`config.mk`:
```
export PLATFORM = sky130hd
export DESIGN_NAME = spi_slave
export DESIGN_NICKNAME = d
export VERILOG_FILES = /design/src/rtl/spi_slv_pkg.sv /design/src/rtl/spi_slave_sync.sv /design/src/rtl/spi_slave.sv
export SDC_FILE = /design/constraint.sdc
export NUM_CORES = 1
export LEC_CHECK = 0
export ABC_AREA = 1
export CAP_MARGIN = 30
export CORE_MARGIN = 3
export CORE_UTILIZATION = 30
export DETAILED_ROUTE_END_ITERATION = 12
export MAX_ROUTING_LAYER = met4
export SLEW_MARGIN = 20
export SYNTH_ARGS = -nofsm -noshare
export SYNTH_HDL_FRONTEND = slang
export SYNTH_SLANG_ARGS = --single-unit
```
`constraint.sdc`:
```
create_clock -name clk -period 2.1 [get_ports clk]
set_input_delay 0.315 -clock clk [delete_from_list [all_inputs] [get_ports clk]]
set_output_delay 0.315 -clock clk [all_outputs]
set_load 0.02 [all_outputs]
```
`src/rtl/spi_slv_pkg.sv`:
```
// Shared types and constants for the mode-0 SPI slave.
package spi_slv_pkg;

  // Transfer FSM states; IDLE is the reset state.
  typedef enum logic [1:0] {
    StIdle  = 2'd0,
    StArmed = 2'd1,
    StShift = 2'd2,
    StDone  = 2'd3
  } spi_state_e;

  // Flops in each pin synchronizer chain (edge detector flop is extra).
  localparam int unsigned SyncDepth = 2;

  // Minimum sclk high/low phase in clk periods; must exceed sync + edge latency.
  localparam int unsigned MinSclkHalf = 4;

endpackage

```
`src/rtl/spi_slave_sync.sv`:
```
// Pin synchronizer with one-cycle rise/fall pulses for an asynchronous SPI pin.
// Runs regardless of the slave's enable so edges keep flowing through the chain.
module spi_slave_sync
  import spi_slv_pkg::*;
#(
  parameter int unsigned Depth    = SyncDepth,
  parameter logic        ResetVal = 1'b0
) (
  input  logic clk,
  input  logic rst_n,
  input  logic i_pin,
  output logic o_level,
  output logic o_rise,
  output logic o_fall
);

  logic [Depth-1:0] r_sync;
  logic             r_prev;

  // Synchronizer chain plus the delayed copy used for edge detection.
  always_ff @(posedge clk or negedge rst_n) begin
    if (!rst_n) begin
      r_sync <= {Depth{ResetVal}};
      r_prev <= ResetVal;
    end else begin
      r_sync <= {r_sync[Depth-2:0], i_pin};
      r_prev <= r_sync[Depth-1];
    end
  end

  assign o_level = r_sync[Depth-1];
  assign o_rise  = r_sync[Depth-1] & ~r_prev;
  assign o_fall  = ~r_sync[Depth-1] & r_prev;

endmodule

```
`src/rtl/spi_slave.sv`:
```
// Oversampled SPI mode-0 slave exchanging one word of 1..DW bits per go command.
// Optional feature macro: SPI_SLV_LSB_FIRST_EN (bit 0 shifted first on miso and mosi).
module spi_slave
  import spi_slv_pkg::*;
#(
  parameter int unsigned DW      = 32,
  parameter int unsigned LOG2_DW = 5
) (
  input  logic               clk,
  input  logic               rst_n,
  input  logic               sm_ena,
  input  logic [LOG2_DW-1:0] cBITS_PER_WORD,
  input  logic               go,
  input  logic [DW-1:0]      tx_data,
  output logic [DW-1:0]      rx_data,
  output logic               ret_r,
  output logic               busy,
  input  logic               sclk,
  input  logic               cs_n,
  input  logic               mosi,
  output logic               miso
);

  // One extra bit so the count and word length can hold DW itself.
  localparam int unsigned CntW = LOG2_DW + 1;

  spi_state_e r_state, w_state_next;

  logic [CntW-1:0] r_n;
  logic [CntW-1:0] r_cnt;
  logic [DW-1:0]   r_tx_word;
  logic [DW-1:0]   r_tx_sh;
  logic [DW-1:0]   r_rx_sh;
  logic [DW-1:0]   r_rx_data;
  logic            r_ret;

  logic w_sclk_lvl, w_sclk_rise, w_sclk_fall;
  logic w_cs_lvl, w_cs_rise, w_cs_fall;
  logic w_mosi_lvl, w_mosi_rise, w_mosi_fall;
  logic w_unused_edges;

  logic [CntW-1:0] w_n;
  logic [DW-1:0]   w_tx_load;
  logic [DW-1:0]   w_tx_shift;
  logic            w_tx_bit;
  logic [DW-1:0]   w_rx_next;
  logic [DW-1:0]   w_rx_word;
  logic            w_go_acc;
  logic            w_last;

  spi_slave_sync #(
    .Depth   (SyncDepth),
    .ResetVal(1'b0)
  ) u_sync_sclk (
    .clk    (clk),
    .rst_n  (rst_n),
    .i_pin  (sclk),
    .o_level(w_sclk_lvl),
    .o_rise (w_sclk_rise),
    .o_fall (w_sclk_fall)
  );

  // cs_n idles high; resetting its chain high avoids a phantom select at startup.
  spi_slave_sync #(
    .Depth   (SyncDepth),
    .ResetVal(1'b1)
  ) u_sync_cs (
    .clk    (clk),
    .rst_n  (rst_n),
    .i_pin  (cs_n),
    .o_level(w_cs_lvl),
    .o_rise (w_cs_rise),
    .o_fall (w_cs_fall)
  );

  spi_slave_sync #(
    .Depth   (SyncDepth),
    .ResetVal(1'b0)
  ) u_sync_mosi (
    .clk    (clk),
    .rst_n  (rst_n),
    .i_pin  (mosi),
    .o_level(w_mosi_lvl),
    .o_rise (w_mosi_rise),
    .o_fall (w_mosi_fall)
  );

  // Select is acted on by level so a master already holding cs_n low still starts.
  assign w_unused_edges = ^{w_sclk_lvl, w_cs_rise, w_cs_fall, w_mosi_rise, w_mosi_fall};

  assign w_n      = (cBITS_PER_WORD == '0) ? CntW'(DW) : CntW'(cBITS_PER_WORD);
  assign w_go_acc = go & ((r_state == StIdle) | (r_state == StDone));
  assign w_last   = ((r_cnt + CntW'(1)) == r_n);

`ifdef SPI_SLV_LSB_FIRST_EN
  logic [CntW-1:0] w_rx_shamt;
  // Word kept right-aligned; shift out of bit 0, shift in at the top.
  assign w_tx_load  = tx_data;
  assign w_tx_bit   = r_tx_sh[0];
  assign w_tx_shift = {1'b0, r_tx_sh[DW-1:1]};
  assign w_rx_next  = {w_mosi_lvl, r_rx_sh[DW-1:1]};
  assign w_rx_shamt = CntW'(DW) - r_n;
  assign w_rx_word  = w_rx_next >> w_rx_shamt;
`else
  logic [CntW-1:0] w_tx_shamt;
  // Word left-aligned at load so bit N-1 always sits at the shifter MSB.
  assign w_tx_shamt = CntW'(DW) - w_n;
  assign w_tx_load  = tx_data << w_tx_shamt;
  assign w_tx_bit   = r_tx_sh[DW-1];
  assign w_tx_shift = {r_tx_sh[DW-2:0], 1'b0};
  assign w_rx_next  = {r_rx_sh[DW-2:0], w_mosi_lvl};
  assign w_rx_word  = w_rx_next;
`endif

  // FSM state register.
  always_ff @(posedge clk or negedge rst_n) begin
    if (!rst_n) begin
      r_state <= StIdle;
    end else begin
      r_state <= w_state_next;
    end
  end

  // FSM next-state logic; everything holds while sm_ena is low.
  always_comb begin
    w_state_next = r_state;
    if (sm_ena) begin
      case (r_state)
        StIdle:  if (go) w_state_next = StArmed;
        StArmed: if (!w_cs_lvl) w_state_next = StShift;
        StShift: begin
          if (w_cs_lvl) begin
            w_state_next = StArmed;
          end else if (w_sclk_rise && w_last) begin
            w_state_next = StDone;
          end
        end
        StDone:  if (go) w_state_next = StArmed;
        default: w_state_next = StIdle;
      endcase
    end
  end

  // FSM outputs: busy while waiting for or shifting a word, miso only driven in SHIFT.
  always_comb begin
    busy = 1'b0;
    miso = 1'b0;
    case (r_state)
      StArmed: busy = 1'b1;
      StShift: begin
        busy = 1'b1;
        miso = w_tx_bit;
      end
      default: ;
    endcase
  end

  // Datapath: go loading, shifters, bit counter and completion capture.
  always_ff @(posedge clk or negedge rst_n) begin
    if (!rst_n) begin
      r_n       <= '0;
      r_cnt     <= '0;
      r_tx_word <= '0;
      r_tx_sh   <= '0;
      r_rx_sh   <= '0;
      r_rx_data <= '0;
      r_ret     <= 1'b0;
    end else if (sm_ena) begin
      if (w_go_acc) begin
        r_n       <= w_n;
        r_tx_word <= w_tx_load;
        r_tx_sh   <= w_tx_load;
        r_cnt     <= '0;
        r_ret     <= 1'b0;
      end else begin
        case (r_state)
          StArmed: begin
            // Fresh start on every entry to SHIFT, including after an abort.
            if (!w_cs_lvl) begin
              r_cnt   <= '0;
              r_rx_sh <= '0;
            end
          end
          StShift: begin
            if (w_cs_lvl) begin
              r_tx_sh <= r_tx_word;
            end else if (w_sclk_rise) begin
              r_rx_sh <= w_rx_next;
              r_cnt   <= r_cnt + CntW'(1);
              if (w_last) begin
                r_rx_data <= w_rx_word;
                r_ret     <= 1'b1;
              end
            end else if (w_sclk_fall) begin
              r_tx_sh <= w_tx_shift;
            end
          end
          default: ;
        endcase
      end
    end
  end

  assign rx_data = r_rx_data;
  assign ret_r   = r_ret;

endmodule

```
* Word-level counts from Yosys, hierarchy flattened
Index checks and enable logic that the tools add are counted.
** Storage, ports and cells
- Register bits after elaboration :: 149
- Input bits :: 44
- Output and inout port bits :: 35
** Cells by class
- Add/sub/neg operators :: 2
- Eq/ne operators :: 14
- Shift operators :: 1
- Multiplexer cells :: 27
- Bitwise operators :: 8
- Reduce and logical (&&, ||, !) cells :: 18
** Operator list (number)
- 32-bit 2-to-1 mux :: 5
- 31-bit 2-to-1 mux :: 3
- 31-bit case mux with 2 select lines :: 1
- 32-bit by 6-bit << shifter with 32-bit output :: 1
- 6-bit 2-to-1 mux :: 5
- 6-bit case mux with 2 select lines :: 1
- 6-bit AND reduction :: 2
- 5-bit AND reduction :: 2
- 3-bit != test (second input constant) :: 3
- 2-bit 2-to-1 mux :: 4
- 2-bit != test (second input constant) :: 4
- 4-bit AND reduction :: 2
- 2-bit nonzero test :: 4
- 1-bit 2-to-1 mux :: 7
- 6-bit by 1-bit adder with 6-bit output (second input constant) :: 1
- 6-bit equality test :: 1
- 2-bit case mux with 3 select lines :: 1
- 3-bit nonzero test :: 2
- 6-bit subtractor (first input constant) :: 1
- 5-bit logical NOT :: 1
- 2-bit equality test (second input constant) :: 2
- 1-bit NOT :: 4
- 2-bit OR reduction :: 2
- 1-bit bitwise AND :: 3
- other kinds (8) :: 8

* Depth between registers and ports, before layout
Gate-level depths: netlist of the first run.
- Depth in word-level cells :: 7
- Depth in mapped cells :: 14
- Depth with buffers taken out :: 13

* Hierarchy
From an unflattened synthesis of the first run, not the netlist that was laid out.
** Unflattened totals
- Cell total of the unflattened synthesis :: 1154
- Area, all modules :: 8348.0 um^2
** Modules (own cells, without submodules)
- spi_slave :: instances 1, cells an instance 1133, area an instance 8074.0 um^2
- spi_slave_sync at u_sync_mosi ... :: instances 2, cells an instance 7, area an instance 90.1 um^2
- spi_slave_sync at u_sync_cs :: instances 1, cells an instance 7, area an instance 93.8 um^2

* Worst setup path before layout of the first run
No wires, ideal clock.
- Kind :: input to register
- From :: input port cBITS_PER_WORD[0]
- To :: register r_tx_sh[20]
- Library setup time :: 129 ps
- Arrival time :: 2003 ps
- Required time :: 1971 ps
- Slack :: -31 ps
- Cell stages on the path :: 13
- Buffers on the path :: 3
- Path through :: buf_2 inv_2 buf_2 ha_1 inv_1 buf_1 nand3_1 nand3_1 nand2_1 o21ai_0 nand2_1 nand3_1 a21oi_1
** On the way
- Cells in the longest elaborated chain, start to end :: 5
** RTL lines
- from (decl) :: RTL line spi_slave.sv:12 : input logic [LOG2_DW-1:0] cBITS_PER_WORD,
- 5-bit logical NOT :: RTL line spi_slave.sv:91 : assign w_n = (cBITS_PER_WORD == '0) ? CntW'(DW) : CntW'(cBITS_PER_WORD);
- 6-bit 2-to-1 mux (*) :: RTL line spi_slave.sv:91
- 6-bit subtractor (*) :: RTL line spi_slave.sv:107 : assign w_tx_shamt = CntW'(DW) - w_n;
- 32-bit by 6-bit << shifter with 32-bit output (*) :: RTL line spi_slave.sv:108 : assign w_tx_load = tx_data << w_tx_shamt;
- 32-bit 2-to-1 mux (*) :: RTL line spi_slave.sv:169 : if (w_go_acc) begin
- to (signal assigned) :: RTL line spi_slave.sv:172 : r_tx_sh <= w_tx_load;
- to (signal assigned) :: RTL line spi_slave.sv:186 : r_tx_sh <= r_tx_word;
- to (signal assigned) :: RTL line spi_slave.sv:195 : r_tx_sh <= w_tx_shift;
- to (decl) :: RTL line spi_slave.sv:32 : logic [DW-1:0] r_tx_sh;
Mark *: on every way between the ends. The rest lies on a longest branch, timed or not.
A chain may end at the register's enable or synchronous reset.

* Final worst setup path of the first run
- From :: register r_state[0]
- To :: register r_rx_sh[27]
** On the way
- Cells in the longest elaborated chain, start to end :: 5
** RTL lines
- from (decl) :: RTL line spi_slave.sv:27 : spi_state_e r_state, w_state_next;
- from (signal assigned) :: RTL line spi_slave.sv:118 : r_state <= StIdle;
- from (signal assigned) :: RTL line spi_slave.sv:120 : r_state <= w_state_next;
- 2-bit equality test / 2-bit logical NOT (equally long branches) :: RTL line spi_slave.sv:92 : assign w_go_acc = go & ((r_state == StIdle) | (r_state == StDone));
- 1-bit OR :: RTL line spi_slave.sv:92
- 1-bit bitwise AND :: RTL line spi_slave.sv:92
- 1-bit NOT (no source line)
- 6-bit AND reduction (no source line)
- to (signal assigned) :: RTL line spi_slave.sv:188 : r_rx_sh <= w_rx_next;
- to (decl) :: RTL line spi_slave.sv:33 : logic [DW-1:0] r_rx_sh;
Parallel ways exist; a longest one is shown, timed or not.

==> results of run 1 <==
## layout make-up
cell class                 instances  area [sq um]
fill                            2684         16100
multi-input combinational        770          3890
sequential                       149          3730
timing repair buffer             142          1510
clock buffer                      17           425
tap                              335           419
inverter                          68           255
clock inverter                    15           176
## per-layer routing
| layer | vias to the layer above | part of all wire |
|---|---|---|
| li1 | 3759 | - |
| met1 | 3649 | 0.47 |
| met2 | 170 | 0.48 |
| met3 | 16 | 0.039 |
| met4 | 0 | 0.011 |
| met5 | - | 0 |
## cell usage after synthesis (all sizes together) (2+ instances only)
master / number / share of area
nor2: 55 / 0.027
clkbuf: 28 / 0.013
o22ai: 4 / 0.0030
inv: 68 / 0.031
buf: 41 / 0.032
o31ai: 9 / 0.0082
nand2: 298 / 0.14
xor2: 3 / 0.0050
nand3: 235 / 0.15
dfrtp: 147 / 0.45
a21oi: 34 / 0.021
dfstp: 2 / 0.0064
a221oi: 32 / 0.036
nor3: 3 / 0.0032
nand4: 13 / 0.0099
o21ai: 76 / 0.055
ha: 5 / 0.0076
## power breakdown
part / switching, W / internal [W]
combinational: 0.00247 / 0.00149
clock: 0.00145 / 0.00161
sequential: 0.000525 / 0.00379
total: 0.00444 / 0.00689
## state kept, by name, summed over array words and instances (netlist names)
register            count
r_tx_word              32
u_sync_sclk.r_prev      1
u_sync_sclk.r_sync      2
rx_data                32
u_sync_mosi.r_sync      2
r_rx_sh                31
r_state                 2
u_sync_cs.r_sync        2
r_tx_sh                32
r_cnt                   6
ret_r                   1
r_n                     6
## worst max-delay path: cells and delay by family, from the launching register on
kind | cells | cell delay [ns]
adder cells (fa/ha/maj) | 1 | 0.33
buffers and inverters | 5 | 0.56
AO/OA/AOI/OAI | 2 | 0.38
AND/OR/NAND/NOR | 3 | 0.29
flip-flops | 1 | 0.37
## worst paths after layout
kind / startpoint / end / cells past startpoint
max in group asynchronous: rst_n / r_tx_sh[29] / 3
min reg2reg: u_sync_cs.r_sync[0] / u_sync_cs.r_sync[1] / 0
max: r_state[0] / r_rx_sh[27] / 11
min in group asynchronous: rst_n / rx_data[0] / 2
min: cs_n / u_sync_cs.r_sync[0] / 1
max reg2reg: r_state[0] / r_rx_sh[27] / 11
## through the flow
stage	TNS, ns	utilization	hold WS [ns]	instances
6_report	0	0.393	0.297	1496
5_1_grt	-0.571	0.393	0.297	1496
4_1_cts	0	0.388	0.287	1489
3_5_place_dp	-12.77	0.365	0.304	1456
3_3_place_gp	-10.94	0.365	0.306	1456
2_1_floorplan	0	-	0.0194	1056
## repair_timing
item | CTS | global route
hold endpoints to repair | 42 | 0
setup endpoints to repair | 2 | 68
setup buffers | 0 | 4
hold buffers | 1 | 0
gates cloned | 0 | 3
resized for setup | 2 | 10
pin swaps | 0 | 2
## cell families (layout without fill, tap and decap cells)
group           after synthesis  in the layout  synth area share
compound gates              157            157             0.125
flops                       149            149             0.454
xor+xnor                      4              4           0.00700
fa+ha+maj                     5              5           0.00761
buf+inv                     137            242            0.0758
simple gates                604            604             0.331
==> metrics.cfg, run 1 <==
[yosys]
async_reset_ff_frac = 1.00
syn-num-nets = 1105
yosysWarnings = 0
netlist_area_sq_um = 8230
synth_edf_count = 0
ys_seq_area_frac = 0.454
netlist_instances = 1056
syn_avg_cell_area_sq_um = 7.79
ys_ff_latch = 149
synth_flop_cell = dfrtp_1
synth_cell_types = 34

[timing]
fin_skew_ns = 0.0160
worst_slew_pin_slew_ns = 0.487
hold_viol_final = 0
rsz0062_at_grt = true
setup_violations = 0
drv_slew = 0
max-slew-margin-rel = 0.675
setup_ws_ns = 0.0810
period_needed_ns = 2.02
fmaxAchievable_mhz = 495
fin_crit_sh = 0.961

[global_route]
track_usage = 0.159
busiest_layer = met2
grt_max_degree = 63
grt_pass1_vias = 7360
antenna_found_initial = 0
grt_pass1_wl_mm = 37.0
met1_usage = 0.207
gr-total-overflow = 0
grtUsageMet3 = 0.0274
use_met2 = 0.257

[critical_path]
crit_slowest_cell = dfrtp_1
critPathArrivalTime_ns = 2.36
cpPeakStageDelay_ns = 0.37
end_kind = flop
r2r_setup_slack_ns = 0.08
required_ns = 2.44
cp_cell_sequence = inv_1 > ha_1 > nand2_2 > inv_2 > nor2_4 > inv_1 > a221oi_4 > buf_6 > clkbuf_16 > nand3_1 > o21ai_0
critPathMostFrequentCell = inv_1
start_kind = flop
crit_path_max_fanout = 15
crit_type = flop to flop

[cells_and_area]
final_cell_mix = nand2_1 (292), nand3_1 (219), dfrtp_1 (147)
drive_gt1_frac = 0.136
layout.nets = 1197
final_area_sq_um = 10400
mostFrequentLayoutCell = nand2_1
n_antenna_cell = 0
syn_to_final_growth_pct = 26.5

[clock_network]
cts_buffers = 17
htreeDepth = 4
cts.sinks = 149
clk_latency_ns = 0.43
root_buffer = clkbuf_16
cts_tree = yes
cts_max_path_buffers = 2
cts.reportedPaths.clkPinSlew_ns = 0.07

[routing]
route.detailed.drc = 0
antenna_left = 0
first_iter_violations = 546
dr.pass1.iters = 8
avgRoutedWirePerCell_um = 15.2
vias = 7594
viasPerCell = 5.08
wl_mm = 22.7

[floorplan]
initial_utilization = 0.310
coreArea_sq_um = 26500
dieArea_sq_um = 29400
std_cell_rows = 59
die_y_um = 172
die_w_um = 172
io_pins = 79

[worst_hold_path]
hold_path.class = input pin to flop

[placement]
gp_congestion = 0.885
hpwl_mm = 15.2
place_ws_ns = -0.282
portBuffers = 78
dpl-instance-area_sq_um = 9680

[power_and_ir_drop]
power_w = 0.0113
ir_worst_vdd_v = 0.000590
power_density_nw_per_um2 = 1090
leakage_nw = 4.71

[outcome]
status = finished, final reports clean

[job]
max_cap_viol_count = 0

Power figures use the tool's default switching activity.
==> inputs of run 2 (changes only) <==
ABC_CLOCK_PERIOD_IN_PS = 2100   (was not set)
CTS_BUF_LIST = sky130_fd_sc_hd__clkbuf_4 sky130_fd_sc_hd__clkbuf_8   (was not set)
==> run 2 against run 1 <==
Against the previous run: register-to-register slack is essentially flat; cell area decreased by 1.9%; die area did not move; worst hold slack worse by 0.024 ns; combinational power about the same; worst setup slack better by 0.012 ns; sequential cell count did not move; sequential power about the same; critical path depth decreased by 1; wire length is 1.6% lower; clock skew is 0.0088 ns higher; critical path type unchanged.
==> metrics.cfg, run 2 (synthesized netlist as in run 1, its figures left out) <==
[global_route]
track_usage = 0.156  ; -0.00225
grt_pass1_wl_mm = 36.7  ; -0.80%
antenna_found_initial = 0  ; unchanged
grt_max_degree = 63  ; unchanged
gr-total-overflow = 0  ; unchanged
grt_pass1_vias = 7296  ; -0.87%

[worst_hold_path]
hold_path.class = input pin to flop
min_from = cs_n

[routing]
first_iter_violations = 563  ; +3.1%
antenna_left = 0  ; unchanged
dr_wl_met3_mm = 1.02  ; +15%
dr.pass1.iters = 5  ; -3
wl_mm = 22.4  ; -1.6%
route.detailed.drc = 0  ; unchanged
top_layer = met4
wl_met1_mm = 10.3  ; -3.6%
avgRoutedWirePerCell_um = 15.0  ; -1.5%
vias = 7569  ; -0.33%
wl_met2_mm = 10.7  ; -1.9%
viasPerCell = 5.06  ; -0.26%

[placement]
dpl-instance-area_sq_um = 9680  ; unchanged
place_ws_ns = -0.282  ; unchanged
gp_congestion = 0.885  ; unchanged
portBuffers = 78  ; unchanged
hpwl_mm = 15.2  ; unchanged

[clock_network]
clk_latency_ns = 0.45  ; +0.02 ns
cts_buffers = 17  ; unchanged
cts_max_path_buffers = 2  ; unchanged
cts.reportedPaths.clkPinSlew_ns = 0.11  ; +0.04 ns
root_buffer = clkbuf_8
htreeDepth = 4  ; unchanged
cts_tree = yes
cts.sinks = 149  ; unchanged

[critical_path]
crit_path_max_fanout = 31  ; +16
critPathArrivalTime_ns = 2.39  ; +0.03 ns
crit_type = flop to flop
required_ns = 2.48  ; +0.04 ns
crit_path_start = r_state[0]
timing.rr.start = r_state[0]
start_kind = flop
end_kind = flop

[power_and_ir_drop]
seqPwrFrac = 0.410  ; +0.029
p_sw_w = 0.00431  ; -2.9%
p_comb_frac = 0.376  ; +0.027
power_density_nw_per_um2 = 1030  ; -5.5%
ir_worst_vdd_v = 0.000529  ; -10%
p_int_w = 0.00619  ; -10%
sw_frac_of_total = 0.411  ; +0.0187
p_clk_frac = 0.214  ; -0.056
leakage_nw = 4.62  ; -2.0%

[floorplan]
coreArea_sq_um = 26500  ; unchanged
std_cell_rows = 59  ; unchanged
die_w_um = 172  ; unchanged
dieArea_sq_um = 29400  ; unchanged
initial_utilization = 0.310  ; unchanged
die_y_um = 172  ; unchanged
io_pins = 79  ; unchanged

[timing]
fin_crit_sh = 0.956  ; -0.00569
rsz0062_at_grt = true
fin_skew_ns = 0.0248  ; +0.00883 ns
fmaxAchievable_mhz = 498  ; +0.60%
worst_slew_pin_slew_ns = 0.487  ; +0.000330 ns
drv_slew = 0  ; unchanged
holdWs_ns = 0.273  ; -0.0241 ns
hold_viol_final = 0  ; unchanged
period_needed_ns = 2.01  ; -0.0120 ns
setup_ws_ns = 0.0930  ; +0.0120 ns
max-slew-margin-rel = 0.675  ; about the same
setup_violations = 0  ; unchanged

[cells_and_area]
n_antenna_cell = 0  ; unchanged
mostFrequentLayoutCell = nand2_1
syn_to_final_growth_pct = 24.1
final_area_sq_um = 10200  ; -1.9%
utilization = 0.385  ; -0.00765
drive_gt1_frac = 0.137  ; +0.000979
layout.nets = 1196  ; -0.084%
final_cell_mix = nand2_1 (292), nand3_1 (219), dfrtp_1 (147)

[outcome]
status = finished, final reports clean

[job]
max_cap_viol_count = 0  ; unchanged

## run 2: cell count changes in the layout (fill, tap and decap cells not counted), sizes merged
cell	before	now
clkdlybuf4s15	1	0
clkbuf	19	20
buf	62	61
## run 2: timing repair
item	in CTS	in global routing
endpoints found under the hold margin	42	0
endpoints found under the setup margin	2	67
gates cloned	0	2
pin swaps	0	2
resized for setup	3	8
setup buffers	0	4
hold buffers	1	0
## run 2: through the flow
step / setup TNS [ns] / power, W / cells
2_1_floorplan: 0 / 0.00678 / 1056
3_3_place_gp: -10.94 / 0.00805 / 1456
3_5_place_dp: -12.77 / 0.00813 / 1456
4_1_cts: 0 / 0.0104 / 1489
5_1_grt: -0.0336 / 0.0113 / 1495
6_report: 0 / 0.0105 / 1495
## run 2: worst max-delay path, cell delays in order (launching register included)
cell and delay [ns]:
dfrtp_1 0.38, inv_1 0.10, ha_1 0.27, buf_4 0.17
nor2_4 0.12, inv_1 0.09, a221oi_4 0.29, buf_6 0.17
clkbuf_16 0.20, nand3_1 0.07, o21ai_0 0.09
## run 2: area by class of cell
cell class	count	area [sq um]
Fill cell	2713	16300
Multi-Input combinational cell	770	3900
Sequential cell	149	3730
Timing Repair Buffer	141	1490
Tap cell	335	419
Inverter	68	255
Clock buffer	17	234
Clock inverter	15	176
## run 2: routing by layer
| layer | up-vias | track usage |
|---|---|---|
| met2 | 193 | 0.254 |
| met4 | 0 | 0.0399 |
| met1 | 3597 | 0.204 |
| li1 | 3754 | - |
| met5 | - | - |
| met3 | 25 | 0.0253 |
## run 2: final timing paths
path	endpoint	slack [ns]	depth (start not counted)
min in group asynchronous	rx_data[0]	0.38	2
max in group asynchronous	r_tx_sh[11]	1.11	3
worst max register to register	r_rx_sh[13]	0.09	10
worst min register to register	u_sync_cs.r_sync[1]	0.37	0
worst min-delay path	u_sync_cs.r_sync[0]	0.27	1
worst max-delay path	r_rx_sh[13]	0.09	10
## run 2: power groups by stage
stage / logic, W / clock network (W) / registers, W
floorplan: 0.00256 / 0 / 0.00421
global placement: 0.00373 / 0 / 0.00433
detailed placement: 0.00379 / 0 / 0.00434
CTS: 0.00379 / 0.00233 / 0.00429
global route: 0.00445 / 0.00243 / 0.00441
finish: 0.00395 / 0.00225 / 0.00431
==> inputs of run 3 (changes only) <==
ABC_CLOCK_PERIOD_IN_PS = 1800   (was 2100)
clock period = 1.8 ns   (was 2.1 ns; I/O delays follow)
==> run 3 against run 2 <==
Against the previous run: the run now ends with setup timing left; register-to-register slack lost 0.29 ns; critical path depth rose by 1; final cell count is 4.8% higher; first-iteration DRC count grew 12%; largest power group is now combinational logic.
==> metrics.cfg, run 3 (synthesized netlist as in run 1, its figures left out) <==
[outcome]
status = finished with violations
violations = setup timing

[power_and_ir_drop]
power_density_nw_per_um2 = 1240  ; +21%
ir_worst_vdd_v = 0.000626  ; +18%
power_w = 0.0153  ; +46%
leakage_nw = 5.50  ; +19%

[clock_network]
cts.sinks = 149  ; unchanged
cts_tree = yes
clk_latency_ns = 0.46  ; about the same
cts_buffers = 17  ; unchanged
cts_max_path_buffers = 2  ; unchanged
root_buffer = clkbuf_8
cts.reportedPaths.clkPinSlew_ns = 0.10  ; about the same
htreeDepth = 4  ; unchanged

[floorplan]
std_cell_rows = 59  ; unchanged
dieArea_sq_um = 29400  ; unchanged
die_w_um = 172  ; unchanged
die_y_um = 172  ; unchanged
io_pins = 79  ; unchanged
coreArea_sq_um = 26500  ; unchanged
initial_utilization = 0.310  ; unchanged

[routing]
first_iter_violations = 631  ; +12%
route.detailed.drc = 0  ; unchanged
vias = 8232  ; +8.8%
wl_mm = 27.0  ; +21%
avgRoutedWirePerCell_um = 17.3  ; +15%
dr.pass1.iters = 5  ; unchanged
antenna_left = 0  ; unchanged
viasPerCell = 5.25  ; +3.8%

[critical_path]
end_kind = flop
start_kind = flop
critPathArrivalTime_ns = 2.38  ; about the same
ff2ff_path_depth = 11  ; +1
crit_type = flop to flop
timing.rr.start = r_state[1]
required_ns = 2.19  ; -0.29 ns
crit_path_max_fanout = 8  ; -74%
r2r_end = r_rx_sh[5]
r2r_setup_slack_ns = -0.19  ; -0.29 ns

[cells_and_area]
multi_input_area_sq_um = 4960  ; +27%
n_antenna_cell = 0  ; unchanged
drive_gt1_frac = 0.334  ; +0.197
layout.nets = 1268  ; +6.0%
final_cell_mix = nand2_1 (256), nand3_1 (181), dfrtp_1 (146)
layoutNonFillerInstCount = 1567  ; +4.8%
mostFrequentLayoutCell = nand2_1
final-seq-area_sq_um = 3730  ; about the same
nFillCells = 2437  ; -10%
syn_to_final_growth_pct = 50.4
utilization = 0.467  ; +0.0819

[timing]
setup_violations = 98  ; +98
rsz0062_at_grt = true
drv_slew = 0  ; unchanged
hold_viol_final = 0  ; unchanged
max-slew-margin-rel = 0.581  ; -0.0943
fin_skew_ns = 0.0148  ; -0.0100 ns
setup_ws_ns = -0.195  ; -0.288 ns
fmaxAchievable_mhz = 501  ; +0.62%
holdWs_ns = 0.247  ; -0.0265 ns
worst_slew_pin_slew_ns = 0.629  ; +0.141 ns
fin_crit_sh = 1.11  ; +0.152
period_needed_ns = 1.99  ; -0.0124 ns

[global_route]
antenna_found_initial = 0  ; unchanged
gr-total-overflow = 0  ; unchanged
grt_pass1_wl_mm = 41.1  ; +12%
track_usage = 0.180  ; +0.0234
grt_pass1_vias = 7882  ; +8.0%
grt_max_degree = 49  ; -22%

[job]
max_cap_viol_count = 0  ; unchanged

[placement]
hpwl_mm = 15.9  ; +4.8%
dp.cells = 1490  ; +2.3%
portBuffers = 78  ; unchanged
gp_congestion = 0.915  ; +3.4%
place_ws_ns = -0.463  ; -0.181 ns

[worst_hold_path]
hold_end = u_sync_cs.r_sync[0]
hold_path.class = input pin to flop
min_from = cs_n
worstHoldPathCells = 1  ; unchanged

[run 3: changes by cell type in the layout (fill, tap and decap cells not counted), moves of 15 or more]
cell	change
o21ai_0	-27
buf_12	+17
nand3_2	+29
buf_4	+23
o21ai_2	+24
nand2_1	-36
buf_6	+15
a221oi_1	-31
nand3_1	-38
nand2_2	+30
nor2_1	-22
a221oi_2	+21
[run 3: what timing repair did]
| item | 4_1_cts | 5_1_grt |
|---|---|---|
| gates cloned | 14 | 10 |
| gates resized for setup | 154 | 168 |
| buffers inserted | 17 | 10 |
| hold buffers | 1 | 0 |
| pin swaps | 21 | 34 |
| endpoints found under the hold margin | 37 | 0 |
| setup endpoints to repair | 104 | 126 |
[run 3: final cells by class]
class	instances	area share
Tap cell	335	0.0339
Multi-Input combinational cell	771	0.401
Timing Repair Buffer	212	0.211
Clock buffer	17	0.0189
Clock inverter	15	0.0113
Sequential cell	149	0.302
Inverter	68	0.0216
[run 3: worst max-delay path: stages (launching register included)]
cell and delay, ns:
dfrtp_2 0.46, ha_4 0.27, nand2_4 0.11, inv_4 0.04, nor2_4 0.12, inv_2 0.06, a221oi_4 0.23, buf_6 0.16
buf_6 0.13, buf_16 0.15, nand3_2 0.07, o21ai_1 0.13
[run 3: per-stage QoR]
stage               area [sq um]  TNS (ns)
floorplan                   8310         0
global placement           10100    -28.29
detailed placement         10100    -30.97
CTS                        11500     -9.58
global route               12400    -21.33
finish                     12400    -12.96
[run 3: routing by layer]
| layer | routed length, um | global-route usage |
|---|---|---|
| met1 | 11500 | 0.229 |
| met5 | 0 | - |
| met2 | 13600 | 0.303 |
| met3 | 1390 | 0.0306 |
| met4 | 550 | 0.0367 |
[run 3: worst max-delay path by stage]
stage | start | end | slack, ns | depth (start not counted)
3_3_place_gp | cBITS_PER_WORD[0] | r_tx_sh[17] | -0.42 | 12
6_report | r_state[1] | r_rx_sh[5] | -0.19 | 11
5_1_grt | r_cnt[1] | rx_data[25] | -0.29 | 10
2_1_floorplan | cBITS_PER_WORD[0] | r_tx_sh[7] | 0.005 | 12
3_5_place_dp | cBITS_PER_WORD[0] | r_tx_word[12] | -0.46 | 12
4_1_cts | r_cnt[0] | rx_data[21] | -0.16 | 9
[run 3: where the power goes]
| group | internal (W) | switching [W] | total, W |
|---|---|---|---|
| clock | 0.00102 | 0.00149 | 0.00251 |
| sequential | 0.00442 | 0.000985 | 0.00541 |
| combinational | 0.00334 | 0.00410 | 0.00744 |
| total | 0.00878 | 0.00657 | 0.0153 |
